**src/rtl/sig_dump.sv**
```systemverilog
// sig_dump: signature-dump responder for the compliance-test halt protocol.
// Captures the signature region bounds from CPU MMIO stores and waits for a halt
// store. On halt it freezes the CPU, reads the region out of the RAM data port,
// and streams each word over a valid/ready link.
module sig_dump #(
    parameter int               XLEN           = 32,
    parameter logic [XLEN-1:0]  ADDR_HALT      = XLEN'(32'h2000_0000),
    parameter logic [XLEN-1:0]  ADDR_SIG_BEGIN = ADDR_HALT + XLEN'(XLEN / 8),
    parameter logic [XLEN-1:0]  ADDR_SIG_END   = ADDR_HALT + XLEN'(2 * XLEN / 8),
    parameter int               RAM_AW         = 20,
    parameter int               READ_LATENCY   = 1
) (
    input  logic              clock,
    input  logic              reset,
    input  logic              mem_store,
    input  logic [XLEN-1:0]   address,
    input  logic [XLEN-1:0]   store_data,
    output logic              halted,
    output logic [RAM_AW-1:0] mem_raddr,
    input  logic [XLEN-1:0]   mem_rdata,
    output logic              dump_valid,
    output logic [XLEN-1:0]   dump_data,
    output logic              dump_last,
    input  logic              dump_ready,
    output logic              done
);

    // A RAM index counts halfwords, so one XLEN word covers STEP indices.
    localparam int STEP = XLEN / 16;

    typedef enum logic [2:0] {
        S_IDLE,
        S_REQ,
        S_WAIT,
        S_OUT,
        S_DONE
    } state_t;

    state_t              r_state;
    state_t              w_state_next;
    logic [RAM_AW-1:0]   r_begin_idx, w_begin_next;
    logic [RAM_AW-1:0]   r_end_idx,   w_end_next;
    logic [RAM_AW-1:0]   r_cur_idx,   w_cur_next;
    logic [RAM_AW-1:0]   r_mem_raddr, w_raddr_next;
    logic [1:0]          r_wait_cnt,  w_wait_next;
    logic                r_dump_valid, w_valid_next;
    logic [XLEN-1:0]     r_dump_data,  w_data_next;
    logic                r_dump_last,  w_last_next;
    logic                r_halted,     w_halted_next;
    logic                r_done,       w_done_next;

    logic                w_store_begin;
    logic                w_store_end;
    logic                w_halt_trig;
    logic [RAM_AW:0]     w_cur_plus;
    logic                w_is_last;
    logic                w_unused_bits;

    assign w_store_begin = mem_store && (address == ADDR_SIG_BEGIN);
    assign w_store_end   = mem_store && (address == ADDR_SIG_END);
    assign w_halt_trig   = mem_store && (address == ADDR_HALT) && (store_data[31:0] == 32'd1);

    // One extra bit keeps the last-word test correct when the region ends at the top of memory.
    assign w_cur_plus = {1'b0, r_cur_idx} + (RAM_AW + 1)'(STEP);
    assign w_is_last  = (w_cur_plus >= {1'b0, r_end_idx});

    // Only the halfword-index bits and the low data word matter; the rest is deliberately ignored.
    assign w_unused_bits = ^store_data;

    // Next-state and next-value logic for the dump sequencer.
    always_comb begin
        w_state_next  = r_state;
        w_begin_next  = r_begin_idx;
        w_end_next    = r_end_idx;
        w_cur_next    = r_cur_idx;
        w_raddr_next  = r_mem_raddr;
        w_wait_next   = r_wait_cnt;
        w_valid_next  = r_dump_valid;
        w_data_next   = r_dump_data;
        w_last_next   = r_dump_last;
        w_halted_next = r_halted;
        w_done_next   = r_done;
        case (r_state)
            S_IDLE: begin
                if (w_store_begin) begin
                    w_begin_next = store_data[RAM_AW:1];
                end
                if (w_store_end) begin
                    w_end_next = store_data[RAM_AW:1];
                end
                if (w_halt_trig) begin
                    w_halted_next = 1'b1;
                    w_cur_next    = r_begin_idx;
                    // Address is loaded now so the RAM sees it throughout the REQ cycle.
                    w_raddr_next  = r_begin_idx;
                    if (r_end_idx <= r_begin_idx) begin
                        w_state_next = S_DONE;
                        w_done_next  = 1'b1;
                    end else begin
                        w_state_next = S_REQ;
                    end
                end
            end
            S_REQ: begin
                w_wait_next  = 2'd0;
                w_state_next = S_WAIT;
            end
            S_WAIT: begin
                if (r_wait_cnt == 2'(READ_LATENCY - 1)) begin
                    w_data_next  = mem_rdata;
                    w_valid_next = 1'b1;
                    w_last_next  = w_is_last;
                    w_state_next = S_OUT;
                end else begin
                    w_wait_next = r_wait_cnt + 2'd1;
                end
            end
            S_OUT: begin
                if (dump_ready) begin
                    w_valid_next = 1'b0;
                    w_cur_next   = w_cur_plus[RAM_AW-1:0];
                    w_raddr_next = w_cur_plus[RAM_AW-1:0];
                    if (r_dump_last) begin
                        w_state_next = S_DONE;
                        w_done_next  = 1'b1;
                    end else begin
                        w_state_next = S_REQ;
                    end
                end
            end
            S_DONE: begin
                w_done_next   = 1'b1;
                w_halted_next = 1'b1;
            end
            default: begin
                w_state_next = S_IDLE;
            end
        endcase
    end

    // State register; reset abandons any dump in progress.
    always_ff @(posedge clock or negedge reset) begin
        if (!reset) begin
            r_state <= S_IDLE;
        end else begin
            r_state <= w_state_next;
        end
    end

    // Datapath and output registers.
    always_ff @(posedge clock or negedge reset) begin
        if (!reset) begin
            r_begin_idx  <= '0;
            r_end_idx    <= '0;
            r_cur_idx    <= '0;
            r_mem_raddr  <= '0;
            r_wait_cnt   <= '0;
            r_dump_valid <= 1'b0;
            r_dump_data  <= '0;
            r_dump_last  <= 1'b0;
            r_halted     <= 1'b0;
            r_done       <= 1'b0;
        end else begin
            r_begin_idx  <= w_begin_next;
            r_end_idx    <= w_end_next;
            r_cur_idx    <= w_cur_next;
            r_mem_raddr  <= w_raddr_next;
            r_wait_cnt   <= w_wait_next;
            r_dump_valid <= w_valid_next;
            r_dump_data  <= w_data_next;
            r_dump_last  <= w_last_next;
            r_halted     <= w_halted_next;
            r_done       <= w_done_next;
        end
    end

    assign halted     = r_halted;
    assign mem_raddr  = r_mem_raddr;
    assign dump_valid = r_dump_valid;
    assign dump_data  = r_dump_data;
    assign dump_last  = r_dump_last;
    assign done       = r_done;

endmodule

```
**config.mk**
```make
export PLATFORM = sky130hd
export DESIGN_NAME = sig_dump
export DESIGN_NICKNAME = d
export VERILOG_FILES = /design/src/rtl/sig_dump.sv
export SDC_FILE = /design/constraint.sdc
export NUM_CORES = 1
export LEC_CHECK = 0
export BUFFER_PORTS_ARGS = -buffer_cell sky130_fd_sc_hd__clkbuf_2
export CORE_MARGIN = 2
export CORE_UTILIZATION = 35
export DETAILED_ROUTE_END_ITERATION = 10
export GPL_ROUTABILITY_DRIVEN = 0
export PLACE_DENSITY = 0.58
export SLEW_MARGIN = 20
export SYNTH_ARGS = -nofsm -noshare
export SYNTH_HDL_FRONTEND = slang
export SYNTH_SLANG_ARGS = --single-unit
```
**constraint.sdc**
```tcl
create_clock -name clock -period 9.1 [get_ports clock]
set_clock_uncertainty 0.2 [all_clocks]
set_input_delay 1.365 -clock clock [delete_from_list [all_inputs] [get_ports clock]]
set_output_delay 1.365 -clock clock [all_outputs]
set_load 0.05 [all_outputs]
```
After elaboration in Yosys (flattened, before gate mapping):

Index checks and enable logic that the tools add are counted.
Widths: inputs -> output; s select.

* shift operators: 0
* bitwise gates (word level): 1
* reductions and logical operators: 20
* add/sub/neg operators: 2
* equality and inequality tests: 14
* multiply operators: 0
* mux-type cells: 21
* order comparisons: 2
* divide/modulo/power cells: 0

Operators by type and width (number)
* $eq 32x30->1 const B: 3
* $mux 20: 2
* $pmux 20 s2: 1
* $eq 32x1->1 const B: 1
* $add 20x2->21 const B: 1
* $ge 21x20->1: 1
* $le 20x20->1: 1
* $mux 3: 5
* $pmux 3 s5: 1
* $ne 2x2->1 const B: 6
* $reduce_and 2->1: 5
* $reduce_bool 2->1: 4
* $mux 1: 7
* $eq 3x2->1 const B: 2
* $reduce_and 3->1: 2
* $reduce_and 5->1: 1
* $logic_and 1x1->1: 4
* $pmux 1 s2: 2
* $pmux 2 s2: 1
* $reduce_and 4->1: 1
* $eq 3x1->1 const B: 1
* $eq 3x3->1 const B: 1
* $logic_not 3->1: 1
* $pmux 1 s3: 1
* 5 further kinds: 5

* word-level logic and storage cells: 70
* output and inout port bits: 56
* flip-flop bits (word level): 101
* bits in writable memories: 0
* memories: 0
* latch bits: 0
* memory bits (read-only): 0

Longest topological paths before layout:

Gate-level depths: netlist of run 1.

* depth in word-level cells: 5
* depth in mapped cells: 13
* depth with buffers taken out: 12

Worst setup path before layout of run 1:

OpenSTA, ideal clock, no wires.

* path kind: register to register
* from: register, netlist name mem_raddr[2]
* to: register r_dump_last (netlist: dump_last)
* slack: 5.808 ns
* buffers on the path: 1
* arrival: 2.998 ns
* stages on the path, launching flop included: 13
* clock period less this slack: 3.292 ns
* setup time: 0.094 ns
* cell sequence: dfrtp_1 ha_1 and3_1 clkbuf_1 and3_1 nand3_1 xnor2_1 ha_1 nand4_1 nor4_1 nand2_1 o2111a_1 a211oi_1

RTL lines
* end signal: assignment: line 171 `r_dump_last <= w_last_next;`
* end: declaration: line 48 `logic r_dump_last, w_last_next;`

==> results of run 1 <==
==> worst max-delay path, stage by stage, from the launching register on <==
cell,delay [ns]
dfrtp_1,0.48
and4_1,0.39
nand4_1,0.32
nor3_1,0.32
xnor2_1,0.21
ha_1,0.30
a21oi_1,0.15
nor2b_1,0.06
a2111oi_0,0.84
o2111a_1,0.37
a211oi_1,0.07
==> metrics by stage <==
step	setup slack [ns]	utilization [%]	cells	cell area, um^2	power (W)
3_5_place_dp	4.91	41.7	940	6620	0.000495
5_1_grt	5.13	43.8	956	6950	0.000943
3_3_place_gp	5.07	41.7	940	6620	0.000495
6_report	5.23	43.8	956	6950	0.000909
2_1_floorplan	5.81	-	591	5670	0.000460
4_1_cts	5.28	43.7	956	6950	0.000919
==> cell families after synthesis <==
family          after synthesis
mux                          36
flops                       101
xor+xnor                     17
fa+ha+maj                    42
buf+inv                      77
compound gates              126
simple gates                192
==> area by class of cell <==
type / instances / area [um^2] / share of cell area [%]
tap: 216 / 270 / 3.89
inverter: 51 / 191 / 2.75
sequential: 101 / 2530 / 36.4
multi-input combinational: 413 / 2830 / 40.7
clock inverter: 7 / 100 / 1.44
clock buffer: 9 / 225 / 3.24
timing repair buffer: 159 / 808 / 11.6
==> placed cells by master (no fill, tap or decap), types with 9 or more instances in the layout <==
master	Yosys	routed
o21ai_0	47	47
nand2_1	77	76
nor4_1	14	14
inv_1	51	51
mux2_2	32	32
o21ai_2	10	10
a21oi_1	28	28
nor3_1	14	14
ha_1	42	42
nand3_1	19	19
nand4_1	12	12
nor2_1	22	21
clkbuf_16	0	9
and3_1	11	11
xnor2_1	9	9
dfrtp_1	101	101
clkbuf_2	1	154
==> worst min-delay path by stage <==
| stage | from | endpoint | slack, ns | cells past startpoint |
|---|---|---|---|---|
| CTS | halted | halted | 0.28 | 1 |
| detailed placement | halted | halted | 0.26 | 1 |
| finish | halted | halted | 0.28 | 1 |
| floorplan | r_wait_cnt[0] | r_wait_cnt[0] | 0.25 | 2 |
| global placement | r_wait_cnt[0] | r_wait_cnt[0] | 0.26 | 2 |
| global route | halted | halted | 0.32 | 1 |
==> sequential cells by signal, indices dropped and copies added, names as in the netlist <==
| name | count |
|---|---|
| halted | 1 |
| dump_valid | 1 |
| mem_raddr | 20 |
| done | 1 |
| r_end_idx | 20 |
| r_wait_cnt | 2 |
| dump_last | 1 |
| dump_data | 32 |
| r_begin_idx | 20 |
| r_state | 3 |
==> power by group through the flow <==
stage	Clock [W]	Combinational (W)	Sequential, W
floorplan	0	0.00000221	0.000457
global placement	0	0.0000374	0.000457
detailed placement	0	0.0000378	0.000457
CTS	0.000433	0.0000380	0.000448
global route	0.000453	0.0000418	0.000448
finish	0.000423	0.0000373	0.000448
==> routing by layer <==
metal	routed length, um	up-vias	track usage, %
met2	7710	143	32.6
met3	716	17	4.05
met4	261	0	5.19
met5	0	-	0
met1	7180	2408	24.3
li1	-	2370	-
==> impl_metrics.toml, run 1 <==
[outcome]
status = "complete, no violations"

[clock_tree]
cts-root-buf = "clkbuf_16"
clk_pin_slew_ns = 0.08
clock_path_buffers = 2
cts_made_buffers = 9
post_cts_buffers = 0
clkLatencyLatePin_ns = 0.36
cts_tree = "done"
clock_sinks = 101
cts.hold.buffers_added = 0
cts.htree.levels = 3
cts_resized = 0

[critical_path]
cp-start-kind = "register"
cp-endpoint = "dump_last"
r2r_end = "dump_last"
crit_fanout = 7
reg2regPathDepth = 10
timing.rr.start = "mem_raddr[6]"
r2r_setup_slack_ns = 5.23
worst_setup_path_end_kind = "register"
crit_type = "register to register"
critPathRequiredTime_ns = 9.08
startpoint = "mem_raddr[6]"
arrival_ns = 3.86

[layout]
num_antenna_cells = 0
layout.nets = 877
drive_gt1_share_pct = 30.4
fillCellCount = 1588
syn_to_final_growth_pct = 22.5

[logic_synthesis]
synth_simple_gate_area_share_pct = 16.9
yosysMostFrequentCell = "dfrtp_1"
synthCells = 591
synth-adder-area-share_pct = 9.26
yosys-top-cells-area = "dfrtp_1 (45%), ha_1 (9.3%), mux2_2 (6.4%)"
synth_top_area_share_pct = 44.6
synth_commonest_cells = "dfrtp_1 (101), nand2_1 (77), inv_1 (51)"
synth_compound_area_share_pct = 13.8
yosysTopAreaCell = "dfrtp_1"
ys_async_sr_fraction_pct = 100
synth.distinct_cells = 54
synth_mux_area_share_pct = 7.08
synth_area_per_cell_um2 = 9.60
syn-cell-area_um2 = 5670
yosys_warnings = 0
synthFlopType = "dfrtp_1"
synth-xor-area-share_pct = 2.62
seq_area_frac_synth_pct = 44.6
synth_nets = 733
synth_top_family_by_area = "simple AND/OR/NAND/NOR gates"
ys_seq_elements = 101
synth_edf_count = 0

[worst_hold_path]
hp-class = "register to register"

[route]
routed_via_density = 5.17
vias = 4938
wl_per_cell_um = 16.6
postRouteAntennaNets = 0
drcViolationCount = 0
first_pass_iters = 4
drt_iter0_markers = 241
drt-total-wl_um = 15900

[power_and_ir_drop]
ir_drop_uv = 123
swShare_pct = 24.1
power_frac_comb_pct = 4.1
switching_power_w = 0.000219
power.internal_w = 0.000690
power_frac_seq_pct = 49.3
clkPwrFrac_pct = 46.6
power.leakage_nw = 3.62
power.density_nw_per_um2 = 131

[global_routing]
grt_max_degree = 70
grt_pass1_vias = 5091
grtUsageTotal_pct = 19.0
grt_overflow = 0
grt_pass1_wl_um = 26200
antenna_found_initial = 0

[floorplanning]
coreArea_um2 = 15900
die_w_um = 131
rows = 46
io_pins = 156
dieArea_um2 = 17200
die-height_um = 131
start_util_pct = 35.7

[sta]
max_slew_margin_pct = 27.0
slew_viol_final = 0
rsz0062_at_grt = "false"
period_minus_slack_ns = 3.87
setup_viol = 0
worst_slew_pin_slew_ns = 1.07
hold_viol = 0
tns_ns = 0
fin_crit_sh_pct = 42.6
max_clock_freq_mhz = 258
holdWs_ns = 0.284

[flow_run]
drv_cap = 0

[placed_design]
io_buffers = 155
hpwl_um = 12300
Note: power is estimated with default switching activity, not from simulation.
==> run 2: changes to the inputs <==
Settings changed: ABC_AREA set to 1.
Clock period 9.1 ns to 4 ns, I/O delays scaled along.
==> run 2 against run 1 <==
Compared with the run above:
- setup slack lost 4.0 ns
- cell area grew 5.8%
- largest power group unchanged
- the run now ends with hold timing left
- global-route usage shrank 1.2 points
- fmax grew 39%
- critical path depth grew 5
- highest routed layer unchanged
- critical path type unchanged
==> impl_metrics.toml, run 2 <==
[outcome]
status = "complete, but fails checks"
violations = "hold timing"

[clock_tree]
cts_made_buffers = 9
cts.hold.buffers_added = 0
cts-root-buf = "clkbuf_16"
clock_path_buffers = 2
clkLatencyLatePin_ns = 0.36
clk_pin_slew_ns = 0.07
clock_sinks = 101
cts_resized = 0
cts_tree = "done"
post_cts_buffers = 0
cts.htree.levels = 3

[sta]
max_slew_margin_pct = 54.9
period_minus_slack_ns = 2.79
slew_viol_final = 0
worst_slew_pin_slew_ns = 0.676
fin_crit_sh_pct = 69.7
max_clock_freq_mhz = 359
holdWs_ns = -0.00126
tns_ns = 0
hold_viol = 1
setup_viol = 0
rsz0062_at_grt = "false"

[logic_synthesis]
synthCells = 842
synth_simple_gate_area_share_pct = 32.5
yosysTopAreaCell = "dfrtp_1"
synth_top_area_share_pct = 41.4
synth_compound_area_share_pct = 6.84
synth.distinct_cells = 32
syn-cell-area_um2 = 6110
seq_area_frac_synth_pct = 41.4
synthFlopType = "dfrtp_1"
synth_mux_area_share_pct = 0
yosysMostFrequentCell = "nand2_1"
synth_nets = 984
ys_async_sr_fraction_pct = 100
yosys_warnings = 0
synth_area_per_cell_um2 = 7.25
ys_seq_elements = 101
synth-xor-area-share_pct = 1.15
synth_edf_count = 0
synth-adder-area-share_pct = 8.61
synth_commonest_cells = "nand2_1 (314), inv_1 (108), dfrtp_1 (101)"
yosys-top-cells-area = "dfrtp_1 (41%), nand2_1 (19%), ha_1 (8.6%)"
synth_top_family_by_area = "simple AND/OR/NAND/NOR gates"

[critical_path]
critPathRequiredTime_ns = 4.09
worst_setup_path_end_kind = "register"
arrival_ns = 2.88
crit_fanout = 5
crit_type = "register to register"
cp-start-kind = "register"

[layout]
largest_reg_flops = 32
drive_gt1_share_pct = 20.3
final_common_cell = "nand2_1"
fin_util_pct = 42.8
layout.nets = 1131
final_cell_mix = "nand2_1 (314), clkbuf_2 (154), inv_1 (108), dfrtp_1 (101), nor2_1 (77)"
num_antenna_cells = 0
syn_to_final_growth_pct = 20.5

[route]
first_pass_iters = 4
drt_iter0_markers = 285
drcViolationCount = 0
routed_via_density = 4.51
drt-total-wl_um = 15700
wl_per_cell_um = 12.8
postRouteAntennaNets = 0
vias = 5503

[power_and_ir_drop]
swShare_pct = 41.6
ir_drop_uv = 374
power_frac_comb_pct = 33.6
clkPwrFrac_pct = 27.5
power.leakage_nw = 4.01
finalPower_w = 0.00337
power.internal_w = 0.00196
power.density_nw_per_um2 = 458
power_frac_seq_pct = 38.9
switching_power_w = 0.00140

[floorplanning]
die_w_um = 136
coreArea_um2 = 17200
die-height_um = 136
io_pins = 156
dieArea_um2 = 18500
rows = 48
start_util_pct = 35.5

[global_routing]
grt_pass1_vias = 5199
antenna_found_initial = 0
grtUsageTotal_pct = 17.8
grt_overflow = 0
grt_pass1_wl_um = 25800
grt_max_degree = 66

[placed_design]
hpwl_um = 12300
io_buffers = 155

[flow_run]
drv_cap = 0

[worst_hold_path]
hp-class = "primary input to asynchronous set/reset pin"
[run 2: changes by cell type in the layout (fill, tap and decap cells not counted), sizes merged, moves of 6 or more]
cell / before / now
nor4: 14 / 0
mux2: 33 / 0
and3: 11 / 0
nor2: 22 / 87
nor3: 14 / 2
xnor2: 9 / 3
nand2: 77 / 324
or3: 6 / 0
nand3: 19 / 46
inv: 56 / 113
a21oi: 28 / 15
[run 2: power by group through the flow]
stage / clock network, W / registers, W / logic, W
finish: 0.000925 / 0.00131 / 0.00113
global route: 0.000991 / 0.00133 / 0.00121
CTS: 0.000951 / 0.00131 / 0.00115
detailed placement: 0 / 0.00133 / 0.00115
global placement: 0 / 0.00132 / 0.00114
floorplan: 0 / 0.00192 / 0.000223
[run 2: area by class of cell]
| type | count | area (um^2) |
|---|---|---|
| Multi-Input combinational cell | 607 | 3000 |
| Sequential cell | 101 | 2530 |
| Fill cell | 1820 | 9820 |
| Inverter | 111 | 422 |
| Timing Repair Buffer | 159 | 821 |
| Clock buffer | 11 | 243 |
| Clock inverter | 5 | 65.1 |
| Tap cell | 225 | 282 |
[run 2: critical path, stage by stage, from the launching register on]
cell and delay, ns:
dfrtp_1 0.42, ha_1 0.29, nand3_1 0.18, nor2_1 0.29
nand4_1 0.13, nand2_1 0.13, inv_1 0.05, ha_1 0.26
nand2_1 0.06, nor2_1 0.16, nand3_1 0.08, o21ai_0 0.17
nor2_1 0.06, nand2_1 0.09, nand2_1 0.05, a21oi_1 0.11
[run 2: path summary, 6_finish.rpt]
path / from / to / slack [ns] / cells past startpoint
setup / recovery: mem_raddr[1] / dump_last / 1.21 / 15
hold / removal: reset / r_begin_idx[3] / -0.001 / 1
setup reg to reg: mem_raddr[1] / dump_last / 1.21 / 15
max in group asynchronous: reset / r_begin_idx[12] / 2.88 / 2
min in group clock: mem_rdata[30] / dump_data[30] / 0.23 / 3
hold reg to reg: dump_data[28] / dump_data[28] / 0.27 / 2
[run 2: routing by layer]
layer	part of all wire, %	track usage [%]
met1	49	25.0
met2	45	27.6
met3	4.5	3.24
met4	1.7	6.02
met5	0	0
[run 2: kinds of logic (layout without fill, tap and decap cells)]
group,count (synthesis),after routing
AOI/OAI and AO/OA,80,80
xor gates and xnor gates,8,8
adders and majority gates,42,42
buffers and inverters,134,286
DFF,101,101
and+or+nand+nor,477,477
[run 2: metrics by stage]
| step | cell area [um^2] | worst slack [ns] | cells | hold WS [ns] |
|---|---|---|---|---|
| finish | 7350 | 1.21 | 1219 | -0.00126 |
| global route | 7350 | 0.833 | 1219 | 0.0459 |
| CTS | 7350 | 1.17 | 1219 | 0.0169 |
| detailed placement | 7050 | 1.19 | 1203 | 0.257 |
| global placement | 7050 | 1.17 | 1203 | 0.254 |
| floorplan | 6110 | 1.26 | 842 | 0.104 |
